## src/rtl/mesh_port_arbiter.sv

```systemverilog
// Round-robin arbiter that funnels NUM_REQ local packet sources into one
// mesh router terminal input port. It holds one packet toward the router
// and reloads on the same edge the router pops, so back-to-back transfers
// have no idle cycle between them.
module mesh_port_arbiter #(
  parameter int unsigned PAKG_SIZE = 32,
  parameter int unsigned NUM_REQ   = 4,
  parameter int unsigned CNT_W     = 16
) (
  input  logic                              clk_i,
  input  logic                              rst_i,
  input  logic                              en_i,
  input  logic [NUM_REQ-1:0]                req_pndng_i,
  input  logic [NUM_REQ*PAKG_SIZE-1:0]      req_data_i,
  output logic [NUM_REQ-1:0]                req_pop_o,
  output logic                              pndng_o,
  output logic [PAKG_SIZE-1:0]              data_out_o,
  input  logic                              popin_i,
  output logic [(NUM_REQ > 1 ? $clog2(NUM_REQ) : 1)-1:0] grant_id_o,
  output logic [CNT_W-1:0]                  sent_cnt_o
);

  localparam int unsigned ID_W = (NUM_REQ > 1) ? $clog2(NUM_REQ) : 1;

  typedef enum logic {
    IDLE = 1'b0,
    HOLD = 1'b1
  } state_t;

  state_t               state_q;
  state_t               state_d;
  logic [ID_W-1:0]      rr_ptr_q;
  logic [ID_W-1:0]      sel_id;
  logic [ID_W:0]        scan_idx;
  logic                 sel_any;
  logic [NUM_REQ-1:0]   sel_onehot;
  logic [PAKG_SIZE-1:0] sel_pkt;
  logic [ID_W-1:0]      next_ptr;
  logic                 grant;
  logic                 accept;

  // Find the first pending requester at or after rr_ptr, wrapping around.
  always_comb begin
    sel_any  = 1'b0;
    sel_id   = '0;
    scan_idx = '0;
    for (int unsigned i = 0; i < NUM_REQ; i++) begin
      scan_idx = (ID_W+1)'(rr_ptr_q) + (ID_W+1)'(i);
      if (scan_idx >= (ID_W+1)'(NUM_REQ)) begin
        scan_idx = scan_idx - (ID_W+1)'(NUM_REQ);
      end
      if (!sel_any && req_pndng_i[scan_idx[ID_W-1:0]]) begin
        sel_any = 1'b1;
        sel_id  = scan_idx[ID_W-1:0];
      end
    end
  end

  // Decode the winner into a one-hot pop vector and pick its head packet.
  always_comb begin
    sel_onehot = '0;
    sel_pkt    = '0;
    for (int unsigned k = 0; k < NUM_REQ; k++) begin
      if (sel_id == ID_W'(k)) begin
        sel_onehot[k] = 1'b1;
        sel_pkt       = req_data_i[k*PAKG_SIZE +: PAKG_SIZE];
      end
    end
  end

  // Router accepting the held packet, and a new grant (which may coincide).
  always_comb begin
    accept   = (state_q == HOLD) && popin_i;
    grant    = rst_i && en_i && sel_any && ((state_q == IDLE) || popin_i);
    next_ptr = (sel_id == ID_W'(NUM_REQ - 1)) ? '0 : sel_id + ID_W'(1);
  end

  // State register.
  always_ff @(posedge clk_i) begin
    if (!rst_i) begin
      state_q <= IDLE;
    end else begin
      state_q <= state_d;
    end
  end

  // Next-state logic: enter or stay in HOLD whenever a grant happens.
  always_comb begin
    state_d = state_q;
    case (state_q)
      IDLE: begin
        if (grant) state_d = HOLD;
      end
      HOLD: begin
        if (popin_i) state_d = grant ? HOLD : IDLE;
      end
      default: state_d = IDLE;
    endcase
  end

  // FSM outputs: pending flag follows the state, pop pulses only on a grant.
  always_comb begin
    pndng_o   = 1'b0;
    req_pop_o = '0;
    if (state_q == HOLD) pndng_o = 1'b1;
    if (grant) req_pop_o = sel_onehot;
  end

  // Presented packet, its source id, round-robin pointer and sent counter.
  always_ff @(posedge clk_i) begin
    if (!rst_i) begin
      data_out_o <= '0;
      grant_id_o <= '0;
      rr_ptr_q   <= '0;
      sent_cnt_o <= '0;
    end else begin
      if (grant) begin
        data_out_o <= sel_pkt;
        grant_id_o <= sel_id;
        rr_ptr_q   <= next_ptr;
      end
      if (accept) begin
        sent_cnt_o <= sent_cnt_o + CNT_W'(1);
      end
    end
  end

endmodule

```

## config.mk

```make
export PLATFORM = sky130hd
export DESIGN_NAME = mesh_port_arbiter
export DESIGN_NICKNAME = d
export VERILOG_FILES = /design/src/rtl/mesh_port_arbiter.sv
export SDC_FILE = /design/constraint.sdc
export NUM_CORES = 1
export LEC_CHECK = 0
export ABC_AREA = 1
export ABC_CLOCK_PERIOD_IN_PS = 3280
export CAP_MARGIN = 0
export CELL_PAD_IN_SITES_DETAIL_PLACEMENT = 1
export CELL_PAD_IN_SITES_GLOBAL_PLACEMENT = 1
export CORE_ASPECT_RATIO = 1.25
export CORE_MARGIN = 2
export CORE_UTILIZATION = 39
export DETAILED_ROUTE_END_ITERATION = 16
export DONT_BUFFER_PORTS = 1
export MAX_ROUTING_LAYER = met4
export PLACE_DENSITY_LB_ADDON = 0.1
export SLEW_MARGIN = 20
export SYNTH_ARGS = -nofsm -noshare
export SYNTH_HDL_FRONTEND = slang
export SYNTH_SLANG_ARGS = --single-unit
```

## constraint.sdc

```tcl
create_clock -name clk_i -period 3.28 [get_ports clk_i]
set_input_delay 0.492 -clock clk_i [delete_from_list [all_inputs] [get_ports clk_i]]
set_output_delay 0.492 -clock clk_i [all_outputs]
set_load 0.1 [all_outputs]
```

==> tab_implementation.tex, run 1 <==
\begin{tabular}{lr}
\hline
Metric & Value \\
\hline
\multicolumn{2}{l}{\textbf{Status}} \\
\quad Outcome & finished clean \\
\multicolumn{2}{l}{\textbf{Global routing}} \\
\quad GRT Util Overall & 0.249 \\
\quad Remaining global-route overflow & 0 \\
\quad Pin count of the biggest net entering global routing & 56 \\
\quad Global-route wire length before repair & 18.2 mm \\
\quad Vias in the first global route & 3,747 \\
\quad Initial antenna violation count & 0 \\
\multicolumn{2}{l}{\textbf{Critical path}} \\
\quad Required time of the critical path & 2790 ps \\
\quad Arrival time of the worst setup path & 2540 ps \\
\quad Ordered list of cells on the worst path & inv\_2 -> nand2\_1 -> nand3\_1 -> nand2\_2 -> nor2\_4 -> nand3\_1 -> nand4\_1 -> nand2\_1 -> inv\_1 -> ha\_4 -> clkinvlp\_4 -> nor2\_2 -> buf\_12 \\
\quad Master of the slowest instance on the critical path & dfxtp\_4 \\
\quad Kind of start point of the critical path & flop \\
\quad Crit path kind & flop to output port \\
\quad Cell family contributing the most delay on the critical path & simple AND/OR/NAND/NOR gates \\
\quad Maximum cell stage delay along the critical path & 400 ps \\
\quad Peak fanout along the critical path & 11 \\
\quad Critical path endpoint category & output port \\
\quad Worst path bufs/invs & 4 \\
\multicolumn{2}{l}{\textbf{Timing}} \\
\quad Final setup slack of the worst path & 244 ps \\
\quad Actual slew at the worst max-slew pin & 1060 ps \\
\quad Final Hold Violating Endpoints & 0 \\
\quad Final setup violation count & 0 \\
\quad Unrepaired setup endpoints after global routing & no \\
\quad Total negative slack for setup checks & 0 ps \\
\quad Slew Viols, Final & 0 \\
\quad Share of the cycle needed by the critical path after routing & 0.926 \\
\quad Crit path time final & 3040 ps \\
\quad Setup Skew & 10.8 ps \\
\quad Normalized max-slew margin & 0.295 \\
\quad Highest clock frequency the design can meet & 329 MHz \\
\multicolumn{2}{l}{\textbf{Floorplan}} \\
\quad Number of standard-cell rows in the floorplan & 38 \\
\quad Width of the chip & 87.9 microns \\
\quad Area inside the core boundary & 8610 sq um \\
\quad Die Area & 9560 sq um \\
\quad Initial core utilization & 0.398 \\
\quad Chip height & 109 microns \\
\quad IO Pins & 191 \\
\multicolumn{2}{l}{\textbf{Clock tree}} \\
\quad H-tree Lvls & 2 \\
\quad CTS tree & done \\
\quad CTS Buf Count & 5 \\
\quad Clock Pin Slew Worst Setup and Hold Paths & 110 ps \\
\quad Latest clock arrival within the worst-skew pair & 320 ps \\
\quad Clock sink count & 53 \\
\quad Clk root buf & clkbuf\_8 \\
\quad Clock Path Buffers & 2 \\
\multicolumn{2}{l}{\textbf{Yosys}} \\
\quad Mapped Area & 3430 sq um \\
\quad Net count after synthesis & 697 \\
\quad Post-synth cell types & 30 \\
\quad Leading post-synthesis cells by instance count & 208 x nand2\_1, 68 x o21ai\_0, 53 x dfxtp\_1 \\
\quad Synth Area per Inst & 6.17 sq um \\
\quad Async set-or-reset flop fraction in the synthesized netlist & 0 \\
\quad Dominant cell type by area after synthesis & dfxtp\_1 \\
\quad Proportion of netlist area held by the largest area contributor & 0.309 \\
\quad Library cell with the highest instance count after synthesis & nand2\_1 \\
\quad Post-synth EDFFs & 0 \\
\quad Synthesized netlist cell count & 556 \\
\quad Leading cell types by total area after synthesis & dfxtp\_1 31\%, nand2\_1 23\%, o21ai\_0 9.9\%, a21oi\_1 6.4\%, nand3\_1 5.7\% \\
\quad Number of warning messages in the yosys log & 0 \\
\quad Dominant synthesized flop cell & dfxtp\_1 \\
\quad Sequential-to-total area share from yosys stat & 0.309 \\
\quad Yosys reg bits & 53 \\
\multicolumn{2}{l}{\textbf{Drt}} \\
\quad Number of DRC violations after detailed-routing iteration 0 & 91 \\
\quad Final Routed Wirelength & 11.6 mm \\
\quad DR pass1 iterations & 4 \\
\quad Remaining routing DRC violations & 0 \\
\quad Average detailed-routed wire length per instance & 17.1 microns \\
\quad Total number of vias & 3,632 \\
\quad Number of nets with antenna violations after detailed routing & 0 \\
\quad Routed vias/inst & 5.34 \\
\multicolumn{2}{l}{\textbf{Flow run}} \\
\quad Max-Cap Viols & 0 \\
\multicolumn{2}{l}{\textbf{Place}} \\
\quad Post-Place Worst Slack & 282 ps \\
\quad Port-buffer cells & 0 \\
\quad Last weighted congestion value of the routability-driven placer & 0.889 \\
\quad Placed cell count & 669 \\
\quad Detailed Place HPWL & 8.87 mm \\
\multicolumn{2}{l}{\textbf{Layout}} \\
\quad Number of antenna cells inserted & 0 \\
\quad Area of all sequential standard cells & 1070 sq um \\
\quad Fraction of layout cells with a size suffix above 1 & 0.123 \\
\quad Layout overhead on the synthesized area & 10.3\% \\
\quad Final non-filler cell total & 680 \\
\quad Area taken by multi-input logic gates & 2060 sq um \\
\quad Post-layout net count & 700 \\
\quad Fillers & 1,178 \\
\multicolumn{2}{l}{\textbf{Min path}} \\
\quad Hold crit path type & input port to flop \\
\hline
\end{tabular}
==> worst reg2reg max path, stage by stage (launching register included) <==
cell     delay, ps
dfxtp_4        400
inv_2          140
nand2_1         90
nand3_1        130
nand2_2        110
nor2_4         170
nand3_4        110
nand3_1        210
inv_1          110
ha_1           220
inv_1           80
nand2_1         60
inv_1           50
buf_4          310
nand2_1        150
nand2_1         90
o21ai_0         70
o21ai_0        150
nand2_1         70
nand2_1         80
==> metal layers <==
metal,vias up,GRT usage,share of wire
li1,1807,-,-
met1,1678,0.272,0.39
met2,136,0.447,0.52
met3,11,0.0659,0.074
met4,0,0.0582,0.014
met5,-,-,0
==> cell type report <==
cell class,instances,share of cell area
Timing Repair Buffer,29,0.0642
Sequential cell,53,0.282
Clock buffer,6,0.0192
Clock inverter,2,0.0103
Inverter,39,0.0397
Tap cell,120,0.0397
Multi-Input combinational cell,431,0.545
==> final timing paths <==
kind | startpoint | end | slack (ps) | cells past startpoint
max | rr_ptr_q[0] | req_pop_o[2] | 240 | 13
min | rst_i | data_out_o[24] | 280 | 2
max reg2reg | rr_ptr_q[0] | data_out_o[19] | 420 | 19
min reg2reg | rr_ptr_q[1] | rr_ptr_q[1] | 540 | 2
==> logic make-up (layout without fill, tap and decap cells) <==
| kind of cell | Yosys count | after routing | synth area share |
|---|---|---|---|
| flip-flops | 53 | 53 | 0.309 |
| adder cells (fa/ha/maj) | 5 | 5 | 0.0182 |
| AND/OR/NAND/NOR | 306 | 306 | 0.395 |
| XOR/XNOR | 1 | 1 | 0.00256 |
| AO/OA/AOI/OAI | 119 | 119 | 0.178 |
| buffers and inverters | 72 | 76 | 0.0960 |
==> sequential cells by signal, summed over array words and instances, names as in the netlist <==
signal	count
state_q	1
rr_ptr_q	2
data_out_o	32
grant_id_o	2
sent_cnt_o	16
==> layout by cell type, fill, tap and decap left out, drive strengths merged <==
cell / count
clkinvlp: 1
clkinv: 1
buf: 29
nand3b: 1
a22oi: 3
bufinv: 1
nor2: 30
nand4: 4
clkbuf: 6
nand2: 214
nand3: 51
nor3: 4
ha: 5
a211oi: 1
o21a: 1
dfxtp: 53
a21oi: 44
xnor2: 1
nor3b: 2
inv: 38
o21ai: 70
==> repair_timing <==
| item | 4_1_cts | 5_1_grt |
|---|---|---|
| setup endpoints to repair | 1 | 1 |
| gates cloned | 0 | 0 |
| resized for setup | 1 | 5 |
| hold buffers | 0 | 0 |
| setup buffers | 0 | 3 |
==> through the flow <==
stage / instance area, sq um / hold slack, ps / util
after floorplan: 3430 / 493 / -
after global placement: 3630 / 532 / 0.421
after detailed placement: 3630 / 538 / 0.421
after CTS: 3740 / 274 / 0.434
after global routing: 3780 / 279 / 0.439
final: 3780 / 285 / 0.439
Power of run 1 is not shown: default switching activity piles up to over one toggle a cycle in this logic, so the estimate is an artifact.
==> run 2, diff against run 1 <==
Settings changed: CAP_MARGIN 0 to 20, CTS_CLUSTER_SIZE set to 40.
==> results of run 2 <==
Final layout, timing and power as in run 1 (identical DEF).
Power of run 2 is left out for the same reason.
==> run 3, diff against run 2 <==
Settings changed: SKIP_CTS_REPAIR_TIMING set to 1.
==> results of run 3 <==
Final layout, timing and power as in run 1 (identical DEF).
Power of run 3 is left out for the same reason.
